### src/rtl/draw_sprite_rom_pkg.sv
// ============================================================================
// draw_sprite_rom_pkg : widths, timing-bus layout and stage latency shared by
//                       the draw_* overlay stages.
// Revision: 1.0
// ============================================================================
`default_nettype none

package draw_sprite_rom_pkg;

  localparam int PIX_W              = 11;
  localparam int RGB_W              = 12;
  localparam int DRAW_STAGE_LATENCY = 3;

  typedef struct packed {
    logic [PIX_W-1:0] hcount;
    logic [PIX_W-1:0] vcount;
    logic             hsync;
    logic             vsync;
    logic             hblnk;
    logic             vblnk;
  } timing_t;

  localparam int TIMING_W = $bits(timing_t);

endpackage

`default_nettype wire

### src/rtl/draw_sprite_rom_delay.sv
// ============================================================================
// signal_delay : resettable shift register delaying a bus by CLK_DEL cycles.
// Revision: 1.0
// ============================================================================
`default_nettype none

module signal_delay #(
  parameter int WIDTH   = 8,
  parameter int CLK_DEL = 1
) (
  input  logic             clk,
  input  logic             rst,
  input  logic [WIDTH-1:0] i_din,
  output logic [WIDTH-1:0] o_dout
);

  logic [CLK_DEL-1:0][WIDTH-1:0] r_stage;

  always_ff @(posedge clk) begin
    if (rst) begin
      r_stage <= '0;
    end else begin
      r_stage[0] <= i_din;
      for (int i = 1; i < CLK_DEL; i++) begin
        r_stage[i] <= r_stage[i-1];
      end
    end
  end

  assign o_dout = r_stage[CLK_DEL-1];

endmodule

`default_nettype wire

### src/rtl/draw_sprite_rom.sv
// ============================================================================
// draw_sprite_rom : overlays one ROM sprite on the pixel stream, generating the
//                   ROM address and compositing the returned colour.
// Revision: 1.0
// ============================================================================
`default_nettype none

module draw_sprite_rom
  import draw_sprite_rom_pkg::*;
#(
  parameter int               IMG_WIDTH       = 128,
  parameter int               IMG_HEIGHT      = 128,
  parameter int               ADDR_WIDTH      = 14,
  parameter logic [RGB_W-1:0] TRANSPARENT_RGB = 12'hF0F
) (
  input  logic                  clk,
  input  logic                  rst,
  input  logic [PIX_W-1:0]      hcount_in,
  input  logic [PIX_W-1:0]      vcount_in,
  input  logic                  hsync_in,
  input  logic                  vsync_in,
  input  logic                  hblnk_in,
  input  logic                  vblnk_in,
  input  logic [RGB_W-1:0]      rgb_in,
  input  logic [PIX_W-1:0]      xpos,
  input  logic [PIX_W-1:0]      ypos,
  input  logic                  mirror_x,
  output logic [ADDR_WIDTH-1:0] rom_addr,
  input  logic [RGB_W-1:0]      rom_rgb,
  output logic [PIX_W-1:0]      hcount_out,
  output logic [PIX_W-1:0]      vcount_out,
  output logic                  hsync_out,
  output logic                  vsync_out,
  output logic                  hblnk_out,
  output logic                  vblnk_out,
  output logic [RGB_W-1:0]      rgb_out
);

  localparam logic [PIX_W:0]   c_IMG_W   = (PIX_W+1)'(IMG_WIDTH);
  localparam logic [PIX_W:0]   c_IMG_H   = (PIX_W+1)'(IMG_HEIGHT);
  localparam logic [PIX_W-1:0] c_COL_MAX = PIX_W'(IMG_WIDTH - 1);

  logic                  r_vblnk_prev;
  logic [PIX_W-1:0]      r_x;
  logic [PIX_W-1:0]      r_y;
  logic                  r_mirror;
  logic [ADDR_WIDTH-1:0] r_rom_addr;
  logic                  r_inside1;
  logic                  r_inside2;
  timing_t               r_tim_out;
  logic [RGB_W-1:0]      r_rgb_out;

  logic [PIX_W:0]        w_h12, w_v12, w_x12, w_y12;
  logic                  w_inside;
  logic [PIX_W-1:0]      w_dx, w_col, w_row;
  logic [ADDR_WIDTH-1:0] w_addr;
  timing_t               w_tim_in;
  timing_t               w_tim_d;
  logic [RGB_W-1:0]      w_rgb_d;
  logic                  w_use_bg;

  // Position is only taken at the start of vertical blanking to avoid tearing.
  always_ff @(posedge clk) begin
    if (rst) begin
      r_vblnk_prev <= 1'b0;
      r_x          <= '0;
      r_y          <= '0;
      r_mirror     <= 1'b0;
    end else begin
      r_vblnk_prev <= vblnk_in;
      if (vblnk_in && !r_vblnk_prev) begin
        r_x      <= xpos;
        r_y      <= ypos;
        r_mirror <= mirror_x;
      end
    end
  end

  // One extra bit keeps x+IMG_WIDTH from wrapping near the right edge.
  assign w_h12    = {1'b0, hcount_in};
  assign w_v12    = {1'b0, vcount_in};
  assign w_x12    = {1'b0, r_x};
  assign w_y12    = {1'b0, r_y};
  assign w_inside = (w_h12 >= w_x12) && (w_h12 < w_x12 + c_IMG_W) &&
                    (w_v12 >= w_y12) && (w_v12 < w_y12 + c_IMG_H);

  assign w_dx   = hcount_in - r_x;
  assign w_col  = r_mirror ? (c_COL_MAX - w_dx) : w_dx;
  assign w_row  = vcount_in - r_y;
  assign w_addr = ADDR_WIDTH'(w_row) * ADDR_WIDTH'(IMG_WIDTH) + ADDR_WIDTH'(w_col);

  always_ff @(posedge clk) begin
    if (rst) begin
      r_rom_addr <= '0;
      r_inside1  <= 1'b0;
      r_inside2  <= 1'b0;
    end else begin
      r_rom_addr <= w_inside ? w_addr : '0;
      r_inside1  <= w_inside;
      r_inside2  <= r_inside1;
    end
  end

  assign w_tim_in = '{hcount: hcount_in, vcount: vcount_in, hsync: hsync_in,
                      vsync: vsync_in, hblnk: hblnk_in, vblnk: vblnk_in};

  signal_delay #(
    .WIDTH   (TIMING_W + RGB_W),
    .CLK_DEL (DRAW_STAGE_LATENCY - 1)
  ) u_delay (
    .clk    (clk),
    .rst    (rst),
    .i_din  ({w_tim_in, rgb_in}),
    .o_dout ({w_tim_d, w_rgb_d})
  );

  assign w_use_bg = !r_inside2 || w_tim_d.hblnk || w_tim_d.vblnk ||
                    (rom_rgb == TRANSPARENT_RGB);

  always_ff @(posedge clk) begin
    if (rst) begin
      r_tim_out <= '0;
      r_rgb_out <= '0;
    end else begin
      r_tim_out <= w_tim_d;
      r_rgb_out <= w_use_bg ? w_rgb_d : rom_rgb;
    end
  end

  assign rom_addr   = r_rom_addr;
  assign hcount_out = r_tim_out.hcount;
  assign vcount_out = r_tim_out.vcount;
  assign hsync_out  = r_tim_out.hsync;
  assign vsync_out  = r_tim_out.vsync;
  assign hblnk_out  = r_tim_out.hblnk;
  assign vblnk_out  = r_tim_out.vblnk;
  assign rgb_out    = r_rgb_out;

endmodule

`default_nettype wire
### config.mk
export PLATFORM = sky130hd
export DESIGN_NAME = draw_sprite_rom
export DESIGN_NICKNAME = d
export VERILOG_FILES = /design/src/rtl/draw_sprite_rom_pkg.sv /design/src/rtl/draw_sprite_rom_delay.sv /design/src/rtl/draw_sprite_rom.sv
export SDC_FILE = /design/constraint.sdc
export NUM_CORES = 1
export LEC_CHECK = 0
export CORE_ASPECT_RATIO = 0.9
export CORE_MARGIN = 2
export CORE_UTILIZATION = 40
export CTS_CLUSTER_DIAMETER = 120
export DETAILED_ROUTE_END_ITERATION = 16
export GPL_TIMING_DRIVEN = 0
export PLACE_DENSITY_LB_ADDON = 0.12
export SYNTH_ARGS = -nofsm -noshare
export SYNTH_HDL_FRONTEND = slang
export SYNTH_SLANG_ARGS = --single-unit
### constraint.sdc
create_clock -name clk -period 4.68 [get_ports clk]
set_clock_uncertainty 0.2 [all_clocks]
set_input_delay 0.936 -clock clk [delete_from_list [all_inputs] [get_ports clk]]
set_output_delay 0.936 -clock clk [all_outputs]
set_load 0.03 [all_outputs]
==> metrics, run 1 <==
final-layout fill cell count 1377; Cells after Synth 599; first-pass GRT wire length 21100 µm; final instance area 0.00804 mm²; antenna violations before repair 1; Clk pwr share 42.2%; deepest clock path buffer count 2; P&R area growth vs syn 35.4%; number of global-route vias before repair 4293; mapped cell area 0.00594 mm²; Async S/R FF share, synth 0%; Ports 127; CP cell instances clkdlybuf4s50_1 -> inv_1 -> ha_1 -> inv_1 -> fa_1 -> nand3_1 -> a21bo_2 -> a21boi_0 -> or3_1 -> nand2_1 -> ha_1 -> nand2_1 -> o21ai_1 -> fa_1 -> a21o_1 -> a21oi_1 -> nor3b_1 -> xnor2_1 -> nor2_1; leak pwr 0.00323 µW; Worst Path Buf+Inv 3; Num Clock Sinks 153; Worst-Margin Slew 705 ps; Synth Net Count 714; final hold vios 0; WP data arrival 4570 ps; CTS Buf Count 17; die height 120 µm; CP max stage cell fa_1; setup TNS 0 ps; largest net degree at the start of global routing 17; IO Port Bufs 126; max-cap viol count 0; switch share 24.7%; Placement Cell Area 0.00745 mm²; Synth cell types 48; max incr delay on CP 490 ps; Req. time, crit path 4790 ps; CTS root buffer clkbuf_16; CTS Hold Bufs 0; crit path kind input pin to flop; pwr dens 399 mW/mm²; # nets final 859; final antenna-violating net count 0; vias per cell 4.50; Flop pwr share 42.9%; slew margin rel. 53.0%; Starting Density 40.7%; peak supply drop 0.277 mV; leading cell type in the layout, fill and taps excluded dfxtp_1; most frequent cells in the layout dfxtp_1, clkdlybuf4s50_1, nor2b_1; core area 0.0146 mm²; dpl hpwl 9920 µm; wire per inst 13.6 µm; outcome finished, final reports clean; DRT Pass-1 Iters 4; Seq cells post-synth 153; FMAX 224 MHz; Routed WL 13000 µm; Synthesis Warnings 0; clk slew on worst S/H paths 60 ps; Top delay family on crit path adder cells; Ant. Diodes 0; HP Class flop to flop; layout cells sized above 1 6.34%; clk_lat worst skew 420 ps; DR vias 4301; Die W 132 µm; Mapped Avg Cell Area 9.92 µm²; Post-synth EDFFs 0; cell internal pwr 2410 µW; DR iter-0 viols 179; CTS tree yes; Period Utilization, post-route 95.4%; gr usage total 17.2%; gpl congestion 0.798; RSZ-0062 raised after global routing no; die area 0.0158 mm²; NetSw 791 µW; grt total ovfl 0; Max FO, Critical Path 3; fin. max-slew vios 0; sequential area share after synthesis 51.6%; worst setup margin 218 ps; Setup Slack @ Placement -245 ps; Final min period 4460 ps; DRC viols 0; Cell Rows 42; H-tree levels 4; Startpoint Class input pin; ys flop type dfxtp_1; CP Capture Type flop; logic gate share of total power 14.9%; final setup vio count 0
logic make-up after synthesis:
kind of cell / synth area share (%)
adders and majority gates: 8.81
muxes: 1.85
DFF: 51.6
xor gates and xnor gates: 4.28
buffers and inverters: 4.04
AOI/OAI and AO/OA: 8.72
and+or+nand+nor: 20.7
path summary, 6_finish.rpt:
check / startpoint / to / slack (ps) / cells after the start
worst max-delay path: hcount_in[0] / rom_addr[13] / 220 / 19
worst min register to register: u_delay.r_stage[0] / u_delay.o_dout[0] / 230 / 1
worst max register to register: r_x[4] / rom_addr[13] / 930 / 15
worst min-delay path: u_delay.r_stage[0] / u_delay.o_dout[0] / 230 / 1
registers in the layout (all words and copies together), names as in the netlist, 11 cells and up:
| name | cells |
|---|---|
| u_delay.o_dout | 38 |
| hcount_out | 11 |
| r_y | 11 |
| u_delay.r_stage | 38 |
| vcount_out | 11 |
| rgb_out | 12 |
| r_x | 11 |
| rom_addr | 14 |
metrics by stage:
step / instances / util, % / hold WS, ps / power (µW)
CTS: 955 / 55.0 / 236 / 3240
global route: 955 / 55.0 / 249 / 3350
floorplan: 599 / - / 214 / 1720
detailed placement: 923 / 51.0 / 221 / 1880
global placement: 923 / 51.0 / 217 / 1880
finish: 955 / 55.0 / 232 / 3210
cell usage after synthesis, drive strengths merged (3+ instances only):
master	number	area, µm²
mux2i	11	110
inv	35	131
o21ai	10	53.8
nand3	6	30.0
ha	37	463
nor2	35	184
a21o	9	67.6
and3	4	25.0
xor2	7	61.3
dfxtp	153	3060
clkbuf	19	71.3
nand2	56	213
a21oi	44	224
fa	3	60.1
buf	5	37.5
nor2b	108	676
xnor2	22	193
nor3	4	20.0
nand2b	3	18.8
routing by layer:
| metal | GRT usage [%] | share of wire (%) |
|---|---|---|
| met1 | 22.2 | 48 |
| met3 | 5.28 | 5.4 |
| met5 | 0 | 0 |
| met2 | 27.1 | 45 |
| met4 | 6.65 | 1.9 |
what timing repair did:
item / CTS / global route
resized for setup: 0 / 3
buffers inserted: 0 / 0
setup endpoints to repair: 0 / 3
power groups by stage:
stage	clock (µW)	sequential, µW	combinational (µW)
finish	1350	1380	478
global route	1440	1380	529
CTS	1380	1380	482
detailed placement	0	1400	477
global placement	0	1400	473
floorplan	0	1420	292
area by class of cell:
| cell class | instances | area, µm² | share of cell area [%] |
|---|---|---|---|
| multi-input combinational | 387 | 2640 | 32.8 |
| buffer | 24 | 109 | 1.35 |
| sequential | 153 | 3060 | 38.1 |
| tap | 198 | 248 | 3.08 |
| clock buffer | 22 | 474 | 5.90 |
| clock inverter | 10 | 119 | 1.48 |
| timing repair buffer | 126 | 1260 | 15.7 |
| inverter | 35 | 131 | 1.63 |
Power figures use the tool's default switching activity.
==> inputs of run 2 (changes only) <==
- CORE_ASPECT_RATIO: 0.9 -> 0.7
- SLEW_MARGIN: not set -> 10
==> metrics, run 2 (synthesis gave the netlist of run 1 again) <==
layout cells sized above 1 6.74% (+0.40 points); pwr dens 394 mW/mm² (-1.3%); fin. max-slew vios 0 (unchanged); deepest clock path buffer count 2 (unchanged); final setup vio count 0 (unchanged); Final Util 55.1% (about the same); CTS Buf Count 17 (unchanged); Ports 127 (unchanged); Period Utilization, post-route 96.3% (+0.99 points); Final min period 4510 ps (+46.4 ps); DR vias 4274 (-0.63%); M1 wire length 7010 µm (+13%); P&R area growth vs syn 35.2%; CTS tree yes; H-tree levels 4 (unchanged); slew margin rel. 49.4% (-3.6 points); most frequent cells in the layout dfxtp_1, clkdlybuf4s50_1, nor2b_1; gpl congestion 0.820 (+2.8%); Req. time, crit path 4770 ps (-20 ps); met2 WL post-DR 5670 µm (-2.9%); RSZ-0062 raised after global routing no; first-pass GRT wire length 20800 µm (-1.3%); DR iter-0 viols 128 (-28%); final antenna-violating net count 0 (unchanged); WP data arrival 4600 ps (+30 ps); FF-to-FF path depth 15 (unchanged); Startpoint Class input pin; launch point of the worst path hcount_in[4]; antenna violations before repair 0 (-1); FMAX 222 MHz (-1.0%); clk slew on worst S/H paths 60 ps (about the same); dpl hpwl 10300 µm (+3.9%); number of global-route vias before repair 4068 (-5.2%); DRC viols 0 (unchanged); IO Port Bufs 126 (unchanged); Cell Rows 37 (-12%); setup TNS 0 ps (unchanged); setup slack, reg-to-reg 820 ps (-110 ps); gr usage total 17.2% (-0.043 points); clk_lat worst skew 410 ps (about the same); outcome finished, final reports clean; Routed WL 13400 µm (+3.1%); Ant. Diodes 0 (unchanged); DRT Pass-1 Iters 4 (unchanged); R2R Path End rom_addr[13]; wire per inst 14.1 µm (+3.4%); leading cell type in the layout, fill and taps excluded dfxtp_1; HP Class flop to flop; Num Clock Sinks 153 (unchanged); Setup Fix Bufs, Post-CTS 0 (unchanged); max-cap viol count 0 (unchanged); final hold vios 0 (unchanged); largest net degree at the start of global routing 17 (unchanged); met3 WL 656 µm (-6.2%); Max FO, Critical Path 5 (+2); crit path kind input pin to flop; core area 0.0146 mm² (-0.18%); peak supply drop 0.335 mV (+21%); Die W 150 µm (+13%); vias per cell 4.49 (-0.31%); crit path to rom_addr[13]; Starting Density 40.7% (+0.073 points); # nets final 859 (unchanged); Worst-Margin Slew 753 ps (+47.4 ps); Worst R2R Start r_x[4]; CTS root buffer clkbuf_16; CP Capture Type flop; die area 0.0159 mm² (about the same); die height 106 µm (-11%); leak pwr 0.00323 µW (-0.12%); Top Metal Used met4; grt total ovfl 0 (unchanged)
[run 2: cell count changes in the layout (fill, tap and decap cells not counted)]
cell and delta:
o21ai_1 -1, a21oi_2 +1, clkbuf_1 -2, clkinv_2 -1, a311oi_4 +1, clkinvlp_4 -1
bufinv_16 -2, a311oi_2 -1, inv_8 +3, clkinv_8 +1, a21oi_1 -1, clkbuf_8 -2
inv_6 +4, o21ai_0 +1
[run 2: power breakdown]
part | switching [µW] | internal [µW]
clock network | 579 | 716
registers | 18.3 | 1360
logic | 259 | 232
total | 856 | 2300
[run 2: layout make-up]
class | instances | area [µm²]
sequential | 153 | 3060
tap | 195 | 244
multi-input combinational | 387 | 2650
fill | 1308 | 6550
clock buffer | 18 | 439
timing repair buffer | 126 | 1260
inverter | 35 | 131
buffer | 24 | 109
clock inverter | 14 | 131
[run 2: worst max-delay path, cell delays in order]
cell	delay [ps]
clkdlybuf4s50_1	450
ha_1	380
a211oi_1	240
nor2_1	110
a311oi_4	410
xor2_1	330
ha_1	300
nand2_1	60
o21ai_0	160
fa_1	510
a21o_1	180
a21oi_1	210
nor3b_1	90
xnor2_1	180
nor2_1	60
[run 2: timing repair]
action	CTS	global route
gates resized for setup	0	4
setup endpoints to repair	0	3
hold buffers	0	0
[run 2: layer usage]
| layer | GRT usage (%) | vias to the layer above |
|---|---|---|
| met1 | 24.7 | 1938 |
| li1 | - | 2241 |
| met5 | 0 | - |
| met3 | 4.72 | 5 |
| met2 | 25.9 | 90 |
| met4 | 3.47 | 0 |
[run 2: metrics by stage]
step           instances  power (µW)  hold slack (ps)  cell area (µm²)  setup WS (ps)
2_1_floorplan        599        1720              214             5940            540
3_3_place_gp         920        1880              217             7440           -205
3_5_place_dp         920        1890              222             7440           -270
4_1_cts              952        3180              238             8020            136
5_1_grt              952        3300              254             8030           18.4
6_report             952        3160              234             8030            171
[run 2: worst min path at each step]
stage / cells after the start / end / startpoint
after detailed placement: 1 / u_delay.o_dout[2] / u_delay.r_stage[2]
after floorplan: 1 / hcount_out[0] / u_delay.o_dout[27]
after global placement: 1 / u_delay.o_dout[14] / u_delay.r_stage[14]
after global routing: 1 / u_delay.o_dout[31] / u_delay.r_stage[31]
final: 1 / hcount_out[9] / u_delay.o_dout[36]
after CTS: 1 / u_delay.o_dout[6] / u_delay.r_stage[6]
==> inputs of run 3 (changes only) <==
- CORE_UTILIZATION: 40 -> 35
==> metrics, run 3 (synthesis gave the netlist of run 1 again) <==
outcome finished, final reports clean; vias per cell 4.42 (-1.4%); cell internal pwr 2390 µW (+3.8%); leading cell type in the layout, fill and taps excluded dfxtp_1; Flop pwr share 42.7% (-0.8 points); slew margin rel. 50.8% (+1.4 points); layout cells sized above 1 6.74% (unchanged); gpl congestion 0.803 (-2.1%); NetSw 829 µW (-3.1%); most frequent cells in the layout dfxtp_1, clkdlybuf4s50_1, nor2b_1; Req. time, crit path 4790 ps (+20 ps); Routed WL 13900 µm (+3.8%); Ant. Diodes 0 (unchanged); max-cap viol count 0 (unchanged); WP data arrival 4520 ps (-80 ps); FMAX 227 MHz (+2.2%); # nets final 859 (unchanged); final antenna-violating net count 0 (unchanged); CTS root buffer clkbuf_16; Worst-Margin Slew 738 ps (-14.9 ps); fin. max-slew vios 0 (unchanged); dpl hpwl 10800 µm (+5.0%); CP max stage cell clkdlybuf4s50_1; P&R area growth vs syn 35.9%; area of the multi-input gates 0.00264 mm² (-0.33%); deepest clock path buffer count 2 (unchanged); logic gate share of total power 15.2% (-0.3 points); Worst Path Buf+Inv 3 (+2); Clk pwr share 42.1% (+1.1 points); final hold vios 0 (unchanged); post_cts resized 0 (unchanged); leak pwr 0.00323 µW (+0.16%); Ports 127 (unchanged); Max FO, Critical Path 3 (-2); number of global-route vias before repair 4356 (+7.1%); die height 113 µm (+6.6%); Die W 160 µm (+6.7%); CTS Buf Count 17 (unchanged); DR vias 4345 (+1.7%); final setup vio count 0 (unchanged); total power 3220 µW (+1.9%); antenna violations before repair 0 (unchanged); max incr delay on CP 410 ps (-100 ps); DR iter-0 viols 171 (+34%); switch share 25.7% (-1.4 points); CTS Hold Bufs 0 (unchanged); CTS tree yes; Final min period 4410 ps (-96.4 ps); largest net degree at the start of global routing 17 (unchanged); HP Class flop to flop; IO Port Bufs 126 (unchanged); met3 WL 761 µm (+16%); FF/Latch Area 0.00306 mm² (unchanged); peak supply drop 0.219 mV (-35%); met2 WL post-DR 5810 µm (+2.5%); Period Utilization, post-route 94.3% (-2.1 points); clk slew on worst S/H paths 60 ps (about the same); final-layout fill cell count 1557 (+19%); crit path kind input pin to flop; Top delay family on crit path adder cells; DRC viols 0 (unchanged); final instance area 0.00807 mm² (+0.55%); wire per inst 14.2 µm (+0.58%); Worst path most repeated cell ha_1; Top Metal Used met4; gr usage total 15.9% (-1.3 points); Placement Cell Area 0.00748 mm² (+0.50%); Starting Density 36.1% (-4.6 points); clk_lat worst skew 420 ps (about the same); Cell Rows 39 (+5.4%); pwr dens 399 mW/mm² (+1.4%); CP cell instances clkdlybuf4s50_1 -> inv_1 -> ha_1 -> inv_1 -> fa_1 -> nand3_1 -> a21bo_2 -> a21boi_0 -> or3_1 -> nand2_1 -> ha_1 -> nand2_1 -> o21ai_1 -> ha_1 -> a21o_1 -> a21oi_1 -> nor2b_1 -> o21ai_1 -> xnor2_1 -> nor2_2; Startpoint Class input pin; RSZ-0062 raised after global routing no; first-pass GRT wire length 22000 µm (+5.8%); die area 0.0180 mm² (+14%); Setup Fix Bufs, Post-CTS 0 (unchanged); M1 wire length 7060 µm (+0.67%); Num Clock Sinks 153 (unchanged); CP Capture Type flop; grt total ovfl 0 (unchanged); H-tree levels 4 (unchanged); DRT Pass-1 Iters 4 (unchanged); core area 0.0164 mm² (+13%)
run 3: per-stage QoR:
| step | TNS [ps] | utilization [%] | std cells | hold slack (ps) | setup slack (ps) |
|---|---|---|---|---|---|
| detailed placement | -845 | 45.5 | 950 | 222 | -297 |
| global route | 0 | 49.1 | 982 | 255 | 13.6 |
| CTS | 0 | 49.1 | 982 | 237 | 134 |
| floorplan | 0 | - | 599 | 214 | 540 |
| global placement | -603 | 45.5 | 950 | 217 | -218 |
| finish | 0 | 49.1 | 982 | 231 | 268 |
run 3: layer usage:
metal  up-vias  track usage (%)
met2        99             23.9
met3        23             4.33
li1       2232                -
met4         0             6.91
met5         -                0
met1      1991             21.5
run 3: worst paths after layout:
kind	from	endpoint	slack [ps]	cells after the start
setup / recovery	hcount_in[0]	rom_addr[12]	270	20
hold / removal	u_delay.r_stage[7]	u_delay.o_dout[7]	230	1
setup reg to reg	r_x[4]	rom_addr[12]	920	16
hold reg to reg	u_delay.r_stage[7]	u_delay.o_dout[7]	230	1
run 3: power by group through the flow:
| stage | logic [µW] | clock network, µW | registers (µW) |
|---|---|---|---|
| CTS | 489 | 1390 | 1380 |
| floorplan | 292 | 0 | 1420 |
| global route | 540 | 1440 | 1380 |
| finish | 489 | 1360 | 1380 |
| global placement | 476 | 0 | 1400 |
| detailed placement | 486 | 0 | 1400 |
run 3: cell type report:
cell class | count | area share, %
clock inverter | 13 | 1.77
sequential | 153 | 37.9
clock buffer | 19 | 5.49
inverter | 35 | 1.63
buffer | 24 | 1.35
timing repair buffer | 126 | 15.6
multi-input combinational | 387 | 32.7
tap | 225 | 3.49
